### src/rtl/shared_ram_arbiter.sv
// -----------------------------------------------------------------------------
// shared_ram_arbiter
//
// Single-ported RAM shared by N_PORTS requesters through a round-robin
// arbiter. Each cycle at most one port is granted and the RAM performs at
// most one access. A clear request sweeps the whole RAM to zero, one word
// per cycle, while all requesters are held off.
//
// Ports
//   clk       in   clock, all state updates on the rising edge
//   rst       in   asynchronous active-high reset
//   req       in   [N_PORTS]            per-port access request
//   wrEn      in   [N_PORTS]            per-port write(1) / read(0) select
//   addr      in   [N_PORTS*ADDR_WIDTH] per-port address, port i at i*ADDR_WIDTH
//   dataIn    in   [N_PORTS*WIDTH]      per-port write data, port i at i*WIDTH
//   clrStart  in   one-cycle request to zero the whole memory
//   grant     out  [N_PORTS]            one-hot-or-zero grant, combinational
//   rdValid   out  [N_PORTS]            read data valid, one cycle after grant
//   dataOut   out  [WIDTH]              shared read data, held between reads
//   clrBusy   out  high while a clear sweep is running
// -----------------------------------------------------------------------------
module shared_ram_arbiter #(
    parameter int WIDTH      = 12,
    parameter int DEPTH      = 256,
    parameter int ADDR_WIDTH = $clog2(DEPTH),
    parameter int N_PORTS    = 4
) (
    input  logic                          clk,
    input  logic                          rst,
    input  logic [N_PORTS-1:0]            req,
    input  logic [N_PORTS-1:0]            wrEn,
    input  logic [N_PORTS*ADDR_WIDTH-1:0] addr,
    input  logic [N_PORTS*WIDTH-1:0]      dataIn,
    input  logic                          clrStart,
    output logic [N_PORTS-1:0]            grant,
    output logic [N_PORTS-1:0]            rdValid,
    output logic [WIDTH-1:0]              dataOut,
    output logic                          clrBusy
);

    localparam int PTR_W = $clog2(N_PORTS);

    typedef enum logic {
        IDLE  = 1'b0,
        CLEAR = 1'b1
    } state_e;

    state_e                  state_q, state_d;
    logic [ADDR_WIDTH-1:0]   cnt_q, cnt_d;
    logic [PTR_W-1:0]        last_q, last_d;
    logic [N_PORTS-1:0]      rd_valid_q, rd_valid_d;
    logic [WIDTH-1:0]        data_out_q, data_out_d;
    logic                    clr_busy_q, clr_busy_d;

    logic [WIDTH-1:0]        mem_q [DEPTH];

    logic                    gnt_any;
    logic [PTR_W-1:0]        gnt_idx;
    logic [ADDR_WIDTH-1:0]   sel_addr;
    logic [WIDTH-1:0]        sel_data;
    logic                    sel_wr;

    // Round-robin pick: scan from the port after the last granted one,
    // wrapping, and take the first asserted request. No grant in CLEAR, in
    // the cycle clrStart is accepted, or while reset is held.
    always_comb begin
        // NOTE: every signal driven here gets a default first so no path
        // leaves it unassigned, which would otherwise infer a latch.
        int cand;
        cand    = 0;
        gnt_any = 1'b0;
        gnt_idx = '0;
        if (state_q == IDLE && !clrStart && !rst) begin
            for (int k = 1; k <= N_PORTS; k++) begin
                cand = (int'(last_q) + k) % N_PORTS;
                if (!gnt_any && req[cand]) begin
                    gnt_any = 1'b1;
                    gnt_idx = PTR_W'(cand);
                end
            end
        end
    end

    assign grant    = gnt_any ? (N_PORTS'(1) << gnt_idx) : '0;
    assign sel_addr = addr[gnt_idx*ADDR_WIDTH +: ADDR_WIDTH];
    assign sel_data = dataIn[gnt_idx*WIDTH +: WIDTH];
    assign sel_wr   = wrEn[gnt_idx];

    // Next-state logic for the controller and its registered outputs.
    always_comb begin
        state_d    = state_q;
        cnt_d      = cnt_q;
        last_d     = last_q;
        rd_valid_d = '0;
        data_out_d = data_out_q;
        clr_busy_d = clr_busy_q;
        unique case (state_q)
            IDLE: begin
                if (clrStart) begin
                    state_d    = CLEAR;
                    cnt_d      = '0;
                    clr_busy_d = 1'b1;
                end else if (gnt_any) begin
                    last_d = gnt_idx;
                    if (!sel_wr) begin
                        rd_valid_d = grant;
                        data_out_d = mem_q[sel_addr];
                    end
                end
            end
            CLEAR: begin
                // clrStart is deliberately not looked at here: a second
                // pulse must not restart the sweep.
                if (cnt_q == ADDR_WIDTH'(DEPTH - 1)) begin
                    state_d    = IDLE;
                    cnt_d      = '0;
                    clr_busy_d = 1'b0;
                end else begin
                    cnt_d = cnt_q + ADDR_WIDTH'(1);
                end
            end
        endcase
    end

    // Controller state. The pointer resets to the last port so that the
    // first search after reset starts at port 0.
    always_ff @(posedge clk or posedge rst) begin
        if (rst) begin
            state_q    <= IDLE;
            cnt_q      <= '0;
            last_q     <= PTR_W'(N_PORTS - 1);
            rd_valid_q <= '0;
            data_out_q <= '0;
            clr_busy_q <= 1'b0;
        end else begin
            // NOTE: sequential state uses non-blocking assignments so every
            // register samples the pre-edge values, independent of order.
            state_q    <= state_d;
            cnt_q      <= cnt_d;
            last_q     <= last_d;
            rd_valid_q <= rd_valid_d;
            data_out_q <= data_out_d;
            clr_busy_q <= clr_busy_d;
        end
    end

    // NOTE: the memory array has no reset; contents survive rst, and an
    // aborted clear leaves only the words already swept at zero.
    always_ff @(posedge clk) begin
        if (state_q == CLEAR) begin
            mem_q[cnt_q] <= '0;
        end else if (gnt_any && sel_wr) begin
            mem_q[sel_addr] <= sel_data;
        end
    end

    assign rdValid = rd_valid_q;
    assign dataOut = data_out_q;
    assign clrBusy = clr_busy_q;

endmodule

### config.mk
export PLATFORM = sky130hd
export DESIGN_NAME = shared_ram_arbiter
export DESIGN_NICKNAME = d
export VERILOG_FILES = /design/src/rtl/shared_ram_arbiter.sv
export SDC_FILE = /design/constraint.sdc
export NUM_CORES = 2
export LEC_CHECK = 0
export CAP_MARGIN = 5
export CORE_MARGIN = 2
export CORE_UTILIZATION = 40
export DETAILED_ROUTE_END_ITERATION = 8
export GPL_ROUTABILITY_DRIVEN = 0
export PLACE_DENSITY = 0.58
export SLEW_MARGIN = 0
export SYNTH_ARGS = -nofsm -noshare
export SYNTH_HDL_FRONTEND = slang
export SYNTH_SLANG_ARGS = --single-unit
### constraint.sdc
create_clock -name clk -period 11.8 [get_ports clk]
set_clock_uncertainty 0.2 [all_clocks]
set_input_delay 1.18 -clock clk [delete_from_list [all_inputs] [get_ports clk]]
set_output_delay 1.18 -clock clk [all_outputs]
set_load 0.005 [all_outputs]
== Word level (Yosys, flattened, before mapping) ==
Memory sizes are Yosys's and may differ from the RTL's. A register that Yosys moved wholly into a read port is not among the register bits.
Cells that the tools add are included.
Storage, ports and cells
  flip-flop bits (word level): 16
  memory bits (writable): 3072
  input port bits: 91
  output and inout bits: 21
  word-level logic and storage cells: 98
  memories: 1
Memories
  mem_q: words 256, width 12, read ports 1, clocked after memory_dff 1, wr ports 1, RTL line 55  | logic [WIDTH-1:0] mem_q [DEPTH];
Operators by class
  add/sub/neg operators: 5
  $mul: 1
  order comparisons: 5
  equal/unequal tests: 3
  shift-type cells: 3
  mux-type cells: 49
  bitwise operators: 7
  reductions and logical operators: 19
Operator list (count)
  indexed part select 48 x 7 -> 12 bit: 1
  indexed part select 32 x 6 -> 8 bit: 1
  2-to-1 mux 1 bit: 27
  2-to-1 mux 8 bit: 3
  2-to-1 mux 4 bit: 5
  < comparator 3 x 4 -> 1 bit, second input constant: 4
  case mux 8 bit (2 select lines): 1
  2-to-1 mux 12 bit: 1
  OR reduction 12 bit: 1
  binary-select mux 1 bit (select 2 bit): 5
  2-to-1 mux 2 bit: 5
  adder 8 x 1 -> 8 bit, second input constant: 1
  equality test 8 bit, second input constant: 1
  OR reduction 2 bit: 4
  logical AND 1 bit: 6
  zero test 1 bit: 5
  adder 2 x 1 -> 2 bit, second input constant: 2
  adder 2 bit, second input constant: 2
  AND 1 bit, first input constant: 4
  multiplier 2 x 2 -> 4 bit, second input constant: 1
  case mux 1 bit (2 select lines): 2
  AND reduction 4 bit: 1
  left shift 1 x 2 -> 4 bit, first input constant: 1
  < comparator 2 x 3 -> 1 bit, second input constant: 1
  other kinds (5): 7

== Depth between registers and ports, before layout ==
  depth in word-level cells: 28
  mapped depth: 18
  depth with buffers taken out: 12

== Worst setup path after synthesis ==
No wires, ideal clock.
  path kind: in2reg
  start point: input req[0]
  end point: memory mem_q[0][10], data pin
  setup time: 1.392 ns
  arrival time: 9.045 ns
  required time: 10.208 ns
  slack: 1.164 ns
  stages: 12
  path buffers: 4
  cell sequence: buf_2 o21a_1 o21a_1 nor3_1 mux2i_1 o21ai_1 a22o_1 nand2b_1 buf_2 clkbuf_1 buf_1 nor2_1
Between the ends
  word-level cells in the longest chain between the ends: 25
  elaborated cells on any way between the ends: 41
  classes of those cells: mul: 1; shift: 1; mux: 31; reduce/logical: 8
Ends and longest elaborated chain
  start: declaration: RTL line 30  | input logic [N_PORTS-1:0] req,
  branches (longest 24 deep; another with binary-select mux 1 bit (select 2 bit))
  2-to-1 mux 12 bit (no line) *
  end: declaration: RTL line 55
Every way passes the cells marked *. The select of a mux whose other input is x is not followed.

== Worst setup path in the final report ==
  start point: input req[3]
  end point: register data_out_q[5] (netlist: dataOut[5]), read port of mem_q
Between the ends
  word-level cells in the longest chain between the ends: 21
  elaborated cells on any way between the ends: 36
  classes of those cells: shift: 1; mux: 27; bitwise: 1; reduce/logical: 7
Ends and longest elaborated chain
  branches (longest 21 deep; another with binary-select mux 1 bit (select 2 bit))
  end: declaration: RTL line 52  | logic [WIDTH-1:0] data_out_q, data_out_d;
Parallel ways; which one is timed is not known. The select of a mux whose other input is x is not followed.
A chain may end at the register's enable or synchronous reset.

==> metrics.cfg <==
[power_and_ir_drop]
p_leak_nw = 48.49
p_int_mw = 18.03
switching_share_pct = 23.69
power.density_nw_per_um2 = 171.1
ir_drop_mv = 0.1348
combPwrFrac_pct = 7.5
p_seq_share_pct = 51.5
netSwitchingPower_mw = 5.597
clock_power_share_pct = 41.1

[sta]
setup_viol = 0
rsz0062_at_grt = no
tns_ps = 0
drv_slew = 0
fin_crit_ps = 7188
fin_crit_sh_pct = 60.92
hold_viol_final = 0
hold_slack_ps = 346.3
worst_slew_pin_slew_ps = 1296
fmax_mhz = 139.1
relSlewSlack_pct = 12.90

[global_routing]
groute.usage.overall_pct = 22.69
grt_pass1_vias = 71179
grt.overflow.total = 0
antenna_found_initial = 21
grt_pass1_wl_um = 516100
grt_start_max_net_pins = 172

[logic_synthesis]
ys.flop_type = edfxtp_1
synthCells = 8597
ys_types = 79
seq_area_frac_synth_pct = 76.18
async_flop_share_pct = 0.9032
syn_area_um2 = 122000
syn_nets = 8689
synth_enable_flop_cells = 3072
syn_avg_cell_area_um2 = 14.19
yosys_warnings = 0
ys_ff_latch = 3100

[worst_setup_path]
path_delay_family = compound AO/OA/AOI/OAI gates
cpPeakStageDelay_ps = 1040
arrival_ps = 7670
cp_num_buf_inv = 4
crit_chain = clkdlybuf4s50_1 -> a21bo_1 -> a21oi_1 -> o21ai_1 -> o31ai_4 -> buf_12 -> buf_4 -> buf_4 -> mux2i_1 -> o22ai_1 -> nor4_1 -> a21oi_1 -> a211oi_1 -> o21ai_1
worstSetupStartpointType = primary input
r2r-start = last_q[1]$_DFFE_PP1P_
path_class = in -> reg
slowest_stage = a211oi_1
path_max_fanout = 117
worst_setup_path_end_kind = register
crit_required_ps = 12280
cp-startpoint = req[3]

[die]
rows = 202
die_w_um = 556.3
start_util_pct = 40.23
core_area_um2 = 303300
fp.dieH_um = 556.3
ios = 112
die_area_um2 = 309500

[clock_tree]
cts_hold_repair.buffers = 0
clk_pin_slew_worst_paths_ps = 60
cts_setup_buffers = 0
clk_latency_ps = 860
htreeDepth = 5
clkSinkCount = 3100
cts.root.buffer_cell = clkbuf_16
clockBufferDepth = 4
tritoncts = built
cts_buffers = 320
post_cts_resized = 0

[status]
outcome = complete, no violations

[final_layout]
final_common_cell = edfxtp_1
area_growth_pct = 13.18
drive_gt1_share_pct = 8.691
fin_util_pct = 45.53
fin_nets = 8859
most-common-layout-cells = edfxtp_1 (3,072), nand2_1 (2,228), nand3_1 (823)

[route]
first_pass_iters = 6
drt-initial-drc-count = 9834
ant_nets = 0
dr_total_vias = 75698
drt-total-wl_um = 360600
via_per_inst = 5.828
route.detailed.drc = 0
wl_per_cell_um = 27.76

[place]
portBuffers = 111
dpl.hpwl_um = 209900

[min_path]
min_from = clrBusy$_DFFE_PP0P_
hold_class = reg -> reg

[flow_run]
drv_cap = 0

[stage by stage]
step	total power, mW	instances	setup slack (ps)	area (um^2)
final	23.63	12989	4612	138100
after global routing	24.21	12988	4484	138100
after CTS	23.72	12985	4886	138100
after detailed placement	14.12	12421	3958	128200
after global placement	14.10	12419	4064	128200
after floorplan	13.27	8597	1164	122000
[final timing paths]
kind / end / slack (ps) / depth (start not counted)
setup / recovery: dataOut[5]$_DFFE_PP0P_ / 4610 / 14
hold / removal: clrBusy$_DFFE_PP0P_ / 350 / 2
setup reg to reg: mem_q[39][7]$_DFFE_PP_ / 5030 / 11
hold reg to reg: clrBusy$_DFFE_PP0P_ / 350 / 2
max in group asynchronous: dataOut[9]$_DFFE_PP0P_ / 9880 / 2
min in group asynchronous: rdValid[3]$_DFF_PP0_ / 810 / 2
[synth_stat cells, drive strengths merged (3+ instances only)]
library cell     n  area, um^2
o31ai           21       182.7
a32o             3       30.03
a22o            19       166.4
or4             17       127.6
a32oi          298        2610
nor2b            7       43.79
dfrtp           26       650.6
nor3            24       157.7
nand2         2229        8367
clkbuf         107       401.6
a21o             7       52.55
o21a             6       45.04
nand2b           8       50.05
nor4            42       269.0
a211oi           7       57.55
or3              6       37.54
nand3          825        4129
nand3b           9       67.56
edfxtp        3072       92250
o22ai           88       550.5
o2111ai          6       52.55
and3            10       62.56
a221o            4       41.29
a31oi          131       819.5
mux2i          455        4554
o221ai           8       70.07
nand4          214        1345
a222oi           3       30.03
a221oi          16       140.1
a41oi            6       52.55
buf            437        2297
or2              3       18.77
nor2           312        1179
a2111o           5       56.30
a21oi           63       315.3
and2             6       37.54
o211ai           4       30.03
o21ai           50       250.2
inv              5       18.77
a22oi            4       30.03
[tightest hold or removal path, cell delays in order (launching register included)]
cell and delay [ps]:
dfrtp_1 390, nand2_1 60, a21oi_1 60
[state kept, by name (all words and copies together), names as in the netlist]
register,flops
clrBusy,1
mem_q,3072
rdValid,4
state_q,1
dataOut,12
cnt_q,8
last_q,2
[power groups by stage]
| stage | Sequential, mW | Combinational, mW | Clock (mW) |
|---|---|---|---|
| 3_3_place_gp | 12.4 | 1.72 | 0 |
| 3_5_place_dp | 12.4 | 1.73 | 0 |
| 4_1_cts | 12.2 | 1.73 | 9.83 |
| 2_1_floorplan | 12.4 | 0.918 | 0 |
| 5_1_grt | 12.2 | 1.82 | 10.2 |
| 6_report | 12.2 | 1.76 | 9.71 |
[final cells by class]
class | instances | area, um^2
Multi-Input combinational cell | 4948 | 26680
Clock inverter | 157 | 1381
Fill cell | 26563 | 165200
Tap cell | 3978 | 4977
Inverter | 5 | 18.77
Clock buffer | 407 | 8472
Antenna cell | 2 | 5.005
Timing Repair Buffer | 392 | 3616
Sequential cell | 3100 | 92950
[cells by family (layout without fill, tap and decap cells)]
| kind of cell | after synthesis | count (layout) | synth area share (%) |
|---|---|---|---|
| adder cells (fa/ha/maj) | 1 | 1 | 0.01025 |
| AO/OA/AOI/OAI | 771 | 771 | 4.762 |
| XOR/XNOR | 2 | 2 | 0.01436 |
| flip-flops | 3100 | 3100 | 76.18 |
| AND/OR/NAND/NOR | 3719 | 3719 | 13.07 |
| buffers and inverters | 549 | 961 | 2.227 |
| multiplexers | 455 | 455 | 3.733 |
| other | 0 | 2 | 0 |
[layer usage]
metal | vias up | global-route usage [%] | wire length (um)
li1 | 32780 | - | -
met1 | 38534 | 32.93 | 152000
met2 | 3806 | 34.86 | 164000
met3 | 564 | 3.666 | 32040
met4 | 14 | 7.358 | 12480
met5 | - | 0 | 92
(Power assumes the default switching activity.)
